--- config.mk ---
export PLATFORM = sky130hd
export DESIGN_NAME = seq_pattern_tx
export DESIGN_NICKNAME = d
export VERILOG_FILES = /design/src/rtl/seq_pattern_tx_pkg.sv /design/src/rtl/seq_pattern_cfg.sv /design/src/rtl/seq_pattern_tx.sv
export SDC_FILE = /design/constraint.sdc
export NUM_CORES = 1
export LEC_CHECK = 0
export BUFFER_PORTS_ARGS = -buffer_cell sky130_fd_sc_hd__buf_2
export CAP_MARGIN = 10
export CORE_MARGIN = 4
export CORE_UTILIZATION = 55
export DETAILED_ROUTE_END_ITERATION = 8
export PLACE_DENSITY = 0.76
export SLEW_MARGIN = 40
export SYNTH_ARGS = -nofsm -noshare
export SYNTH_HDL_FRONTEND = slang
export SYNTH_SLANG_ARGS = --single-unit
--- constraint.sdc ---
create_clock -name i_clk -period 6.2 [get_ports i_clk]
set_clock_uncertainty 0.05 [all_clocks]
set_input_delay 1.24 -clock i_clk [delete_from_list [all_inputs] [get_ports i_clk]]
set_output_delay 1.24 -clock i_clk [all_outputs]
set_load 0.05 [all_outputs]
--- src/rtl/seq_pattern_tx_pkg.sv ---
// Shared definitions for the serial pattern transmitter and its companion detectors:
// FSM state encoding and default geometry.
package seq_pattern_tx_pkg;

  localparam int unsigned DEF_W  = 8;
  localparam int unsigned DEF_LW = 4;
  localparam int unsigned DEF_CW = 4;

  typedef enum logic [1:0] {
    IDLE = 2'd0,
    SEND = 2'd1,
    GAP  = 2'd2,
    DONE = 2'd3
  } state_t;

endpackage

--- src/rtl/seq_pattern_cfg.sv ---
// Combinational clamp of the requested frame configuration into a legal
// length, overlap skip and repetition count.
module seq_pattern_cfg
  import seq_pattern_tx_pkg::*;
#(
  parameter int unsigned W  = DEF_W,
  parameter int unsigned LW = DEF_LW,
  parameter int unsigned CW = DEF_CW
) (
  input  logic [LW-1:0] i_len,
  input  logic [LW-1:0] i_skip,
  input  logic [CW-1:0] i_repeat,
  output logic [LW-1:0] o_len,
  output logic [LW-1:0] o_skip,
  output logic [CW-1:0] o_repeat
);

  always_comb begin
    if (i_len == '0)
      o_len = LW'(1);
    else if (i_len > LW'(W))
      o_len = LW'(W);
    else
      o_len = i_len;

    // Skip is bounded by the already-clamped length so a repeat always sends >= 1 bit.
    o_skip   = (i_skip >= o_len) ? o_len - LW'(1) : i_skip;
    o_repeat = (i_repeat == '0) ? CW'(1) : i_repeat;
  end

endmodule

--- src/rtl/seq_pattern_tx.sv ---
// Serial bit-pattern transmitter: sends a latched pattern MSB-first, optionally
// repeated with leading-bit overlap and idle gaps between repetitions.
module seq_pattern_tx
  import seq_pattern_tx_pkg::*;
#(
  parameter int unsigned W  = DEF_W,
  parameter int unsigned LW = DEF_LW,
  parameter int unsigned CW = DEF_CW
) (
  input  logic          i_clk,
  input  logic          i_rst,
  input  logic          i_start,
  input  logic [W-1:0]  i_pattern,
  input  logic [LW-1:0] i_len,
  input  logic [LW-1:0] i_skip,
  input  logic [CW-1:0] i_repeat,
  input  logic [CW-1:0] i_gap,
  output logic          o_x,
  output logic          o_x_valid,
  output logic          o_busy,
  output logic          o_done
);

  state_t        state_q, state_d;
  logic [W-1:0]  pat_q, pat_d;
  logic [LW-1:0] len_q, len_d;
  logic [LW-1:0] skip_q, skip_d;
  logic [LW-1:0] idx_q, idx_d;
  logic [CW-1:0] rep_q, rep_d;
  logic [CW-1:0] gap_q, gap_d;
  logic [CW-1:0] gap_cnt_q, gap_cnt_d;
  logic          x_d, valid_d, busy_d, done_d;

  logic [LW-1:0] cfg_len, cfg_skip;
  logic [CW-1:0] cfg_rep;
  logic [LW-1:0] rep_idx;

  seq_pattern_cfg #(.W(W), .LW(LW), .CW(CW)) u_cfg (
    .i_len    (i_len),
    .i_skip   (i_skip),
    .i_repeat (i_repeat),
    .o_len    (cfg_len),
    .o_skip   (cfg_skip),
    .o_repeat (cfg_rep)
  );

  // First bit index of repetitions 2..N.
  assign rep_idx = len_q - skip_q - LW'(1);

  function automatic logic bit_at(input logic [W-1:0] p, input logic [LW-1:0] i);
    logic [W-1:0] s;
    s = p >> i;
    return s[0];
  endfunction

  // Outputs are computed for the state being entered and registered with it,
  // so the first bit is visible in the cycle right after the start edge.
  always_comb begin
    state_d   = state_q;
    pat_d     = pat_q;
    len_d     = len_q;
    skip_d    = skip_q;
    idx_d     = idx_q;
    rep_d     = rep_q;
    gap_d     = gap_q;
    gap_cnt_d = gap_cnt_q;
    x_d       = 1'b0;
    valid_d   = 1'b0;
    done_d    = 1'b0;

    case (state_q)
      IDLE: begin
        if (i_start) begin
          state_d = SEND;
          pat_d   = i_pattern;
          len_d   = cfg_len;
          skip_d  = cfg_skip;
          rep_d   = cfg_rep;
          gap_d   = i_gap;
          idx_d   = cfg_len - LW'(1);
          x_d     = bit_at(i_pattern, cfg_len - LW'(1));
          valid_d = 1'b1;
        end
      end
      SEND: begin
        if (idx_q != '0) begin
          idx_d   = idx_q - LW'(1);
          x_d     = bit_at(pat_q, idx_q - LW'(1));
          valid_d = 1'b1;
        end else if (rep_q <= CW'(1)) begin
          state_d = DONE;
          done_d  = 1'b1;
        end else begin
          rep_d = rep_q - CW'(1);
          if (gap_q == '0) begin
            idx_d   = rep_idx;
            x_d     = bit_at(pat_q, rep_idx);
            valid_d = 1'b1;
          end else begin
            state_d   = GAP;
            gap_cnt_d = gap_q;
          end
        end
      end
      GAP: begin
        if (gap_cnt_q > CW'(1)) begin
          gap_cnt_d = gap_cnt_q - CW'(1);
        end else begin
          gap_cnt_d = '0;
          state_d   = SEND;
          idx_d     = rep_idx;
          x_d       = bit_at(pat_q, rep_idx);
          valid_d   = 1'b1;
        end
      end
      DONE: begin
        state_d = IDLE;
      end
      default: state_d = IDLE;
    endcase

    busy_d = (state_d != IDLE);
  end

  always_ff @(posedge i_clk) begin
    if (i_rst) begin
      state_q   <= IDLE;
      pat_q     <= '0;
      len_q     <= '0;
      skip_q    <= '0;
      idx_q     <= '0;
      rep_q     <= '0;
      gap_q     <= '0;
      gap_cnt_q <= '0;
      o_x       <= 1'b0;
      o_x_valid <= 1'b0;
      o_busy    <= 1'b0;
      o_done    <= 1'b0;
    end else begin
      state_q   <= state_d;
      pat_q     <= pat_d;
      len_q     <= len_d;
      skip_q    <= skip_d;
      idx_q     <= idx_d;
      rep_q     <= rep_d;
      gap_q     <= gap_d;
      gap_cnt_q <= gap_cnt_d;
      o_x       <= x_d;
      o_x_valid <= valid_d;
      o_busy    <= busy_d;
      o_done    <= done_d;
    end
  end

endmodule
==> impl_metrics.tcl <==
set metrics [dict create \
    synth_top_family_by_area "compound AO/OA/AOI/OAI gates" \
    initial_core_util_pct 57.0 \
    grt_pass1_wl_mm 9.58 \
    cts_made_buffers 5 \
    yosysWarningCount 0 \
    dpl.hpwl_mm 4.01 \
    max_freq_mhz 350 \
    pwr_density_cell_mw_per_mm2 435 \
    synth_fa_ha_area_share_pct 10.4 \
    antenna_found_initial 0 \
    async_flop_share_pct 0 \
    grt_max_degree 43 \
    synth_top_area_cell "dfxtp_1" \
    power.total_mw 1.21 \
    cp_data_arrival_time_ps 3050 \
    hold_violations 0 \
    cts.repair.resized 0 \
    fin_nets 373 \
    ys_types 54 \
    synth_flop_cell "dfxtp_1" \
    clk_path_buf_depth 2 \
    portBuffers 30 \
    syn_inst 304 \
    viasPerCell 5.83 \
    p_leak_nw 1.13 \
    yosys-top-cells-area "dfxtp_1 31%, ha_1 9.6%, a21oi_1 6.7%" \
    cts_tree "done" \
    core.rowCount 24 \
    cts-hold-fix-buffers 0 \
    critPathMaxStageDelay_ps 460 \
    vias 2209 \
    period_share_pct 46.1 \
    io_pins 31 \
    drive_above_1_share_pct 15.6 \
    synth_edf_count 0 \
    wl_per_cell_um 14.7 \
    stdcell_area_mm2 0.00278 \
    slew_headroom_pct 47.6 \
    avgSynthCellArea_um2 8.17 \
    synth-simple-area-share_pct 20.1 \
    stdcell_count 379 \
    vdd_ir_drop_max_uv 215 \
    worst-slew-pin-transition_ps 786 \
    dp.cells 371 \
    cp.required_ps 6390 \
    setup-violations-final 0 \
    synthesis.nets 351 \
    pre_cts_slack_ps 3020 \
    ant_nets 0 \
    multiInputGateArea_mm2 0.00156 \
    synthTopCellsByCount "41 x nand2_1, 38 x dfxtp_1, 33 x a21oi_1" \
    dieArea_mm2 0.00565 \
    finalSetupTns_ps 0 \
    postCtsSetupBuffers 0 \
    crit_path_end_kind "flip-flop" \
    startpoint_type "input pin" \
    cts_sinks 38 \
    globalRouteOverflowTotal 0 \
    dr.pass1.iters 5 \
    place_congestion 0.815 \
    post-route-worst-setup-slack_ps 3340 \
    crit_path_top_delay_cell "mux4_2" \
    yosysTopAreaCellShare_pct 30.6 \
    place_area_mm2 0.00263 \
    synth_compound_area_share_pct 23.2 \
    first_global_vias 2092 \
    status "complete, no violations" \
    yosysMostFrequentCell "nand2_1" \
    antenna_cells 0 \
    clock_insertion_delay_worst_skew_ps 300 \
    synthMuxAreaShare_pct 7.76 \
    path_class "in2reg" \
    cp_cell_sequence "buf_2 > nor2_1 > o21a_1 > inv_1 > ha_1 > mux2i_1 > mux4_2 > nor2_1 > o21a_1" \
    ctsRootBufferMaster "clkbuf_8" \
    wl_mm 5.57 \
    synth_area_mm2 0.00248 \
    rsz0062_at_grt "no" \
    grtUsageTotal_pct 22.1 \
    nFillCells 380 \
    die_height_um 75.2 \
    area_growth_pct 11.9 \
    die_x_um 75.2 \
    fin_crit_ps 2860 \
    slew_viol_final 0 \
    seqCellArea_um2 761 \
    path_clk_slew_ps 80 \
    htree_levels 2 \
    drc 0 \
    yosys.area_share.xor_xnor_pct 1.41 \
    crit_fanout 6 \
    ys_seq_area_share_pct 30.6 \
    ys_ff_latch 38 \
    first_iter_violations 139 \
    maxCapViolations 0 \
    hold_class "reg2reg" \
    fp.coreArea_mm2 0.00435 \
]
==> per-stage QoR <==
step	hold WS (ps)	utilization, %
2_1_floorplan	391	-
3_3_place_gp	399	60.5
3_5_place_dp	410	60.5
4_1_cts	421	63.8
5_1_grt	442	63.8
6_report	418	63.8
==> cell families after synthesis <==
| family | after synthesis |
|---|---|
| adders and majority gates | 20 |
| AOI/OAI and AO/OA | 86 |
| xor gates and xnor gates | 4 |
| buffers and inverters | 41 |
| and+or+nand+nor | 102 |
| DFF | 38 |
| muxes | 13 |
==> state kept, by name, indices dropped and copies added (netlist names), 2 cells and up <==
register / cells
state_q: 2
gap_cnt_q: 4
gap_q: 4
skip_q: 4
len_q: 4
idx_q: 4
rep_q: 4
pat_q: 8
==> cell type report <==
cell class                      count  area share (%)
Clock inverter                      2            2.16
Sequential cell                    38            27.4
Inverter                           26            3.51
Tap cell                           52            2.34
Clock buffer                        6            2.97
Multi-Input combinational cell    225            56.2
Timing Repair Buffer               30            5.40
==> placed cells by master, fill, tap and decap left out, types with 2 or more instances in the layout <==
cell and count:
mux4_2 5, bufinv_16 2, a21o_1 3, a211oi_1 5
dfxtp_1 38, o21ai_0 7, or3_1 4, nor3_1 6
o22ai_1 3, o32ai_1 2, o31ai_1 4, nor2b_1 4
a21oi_1 33, o31a_1 3, nor2_1 26, a22o_1 2
nor4b_1 2, a21oi_2 2, nand2_1 40, clkbuf_8 6
nand2b_1 6, a21boi_0 2, xor2_1 3, mux2i_1 8
buf_2 30, inv_1 26, nor3b_1 2, ha_1 19
o21a_1 3, o211ai_1 6
==> layer usage <==
metal	global-route usage (%)	vias up	wire (um)
li1	-	1115	-
met1	30.2	1042	2690
met2	34.9	44	2500
met3	4.67	8	293
met4	7.18	0	76
met5	0	-	0
==> final timing paths <==
check                          endpoint  depth (start not counted)  slack, ps                   from
setup / recovery         o_x$_SDFF_PP0_                          9       3340               i_len[2]
setup reg to reg  rep_q[0]$_SDFFE_PP0P_                          7       3850  idx_q[0]$_SDFFE_PP0P_
hold reg to reg   pat_q[0]$_SDFFE_PP0P_                          2        420  pat_q[0]$_SDFFE_PP0P_
hold / removal    pat_q[0]$_SDFFE_PP0P_                          2        420  pat_q[0]$_SDFFE_PP0P_
==> report_power, final <==
part,switching [mW],internal [mW],total [mW]
Combinational,0.349,0.236,0.585
Clock,0.0933,0.172,0.265
Sequential,0.0586,0.301,0.360
==> critical path: cells and delay by family <==
kind,cells,cell delay (ps)
buffers and inverters,2,180
AO/OA/AOI/OAI,2,390
adder cells (fa/ha/maj),1,440
AND/OR/NAND/NOR,2,230
multiplexers,2,590
Note: power is estimated with default switching activity, not from simulation.
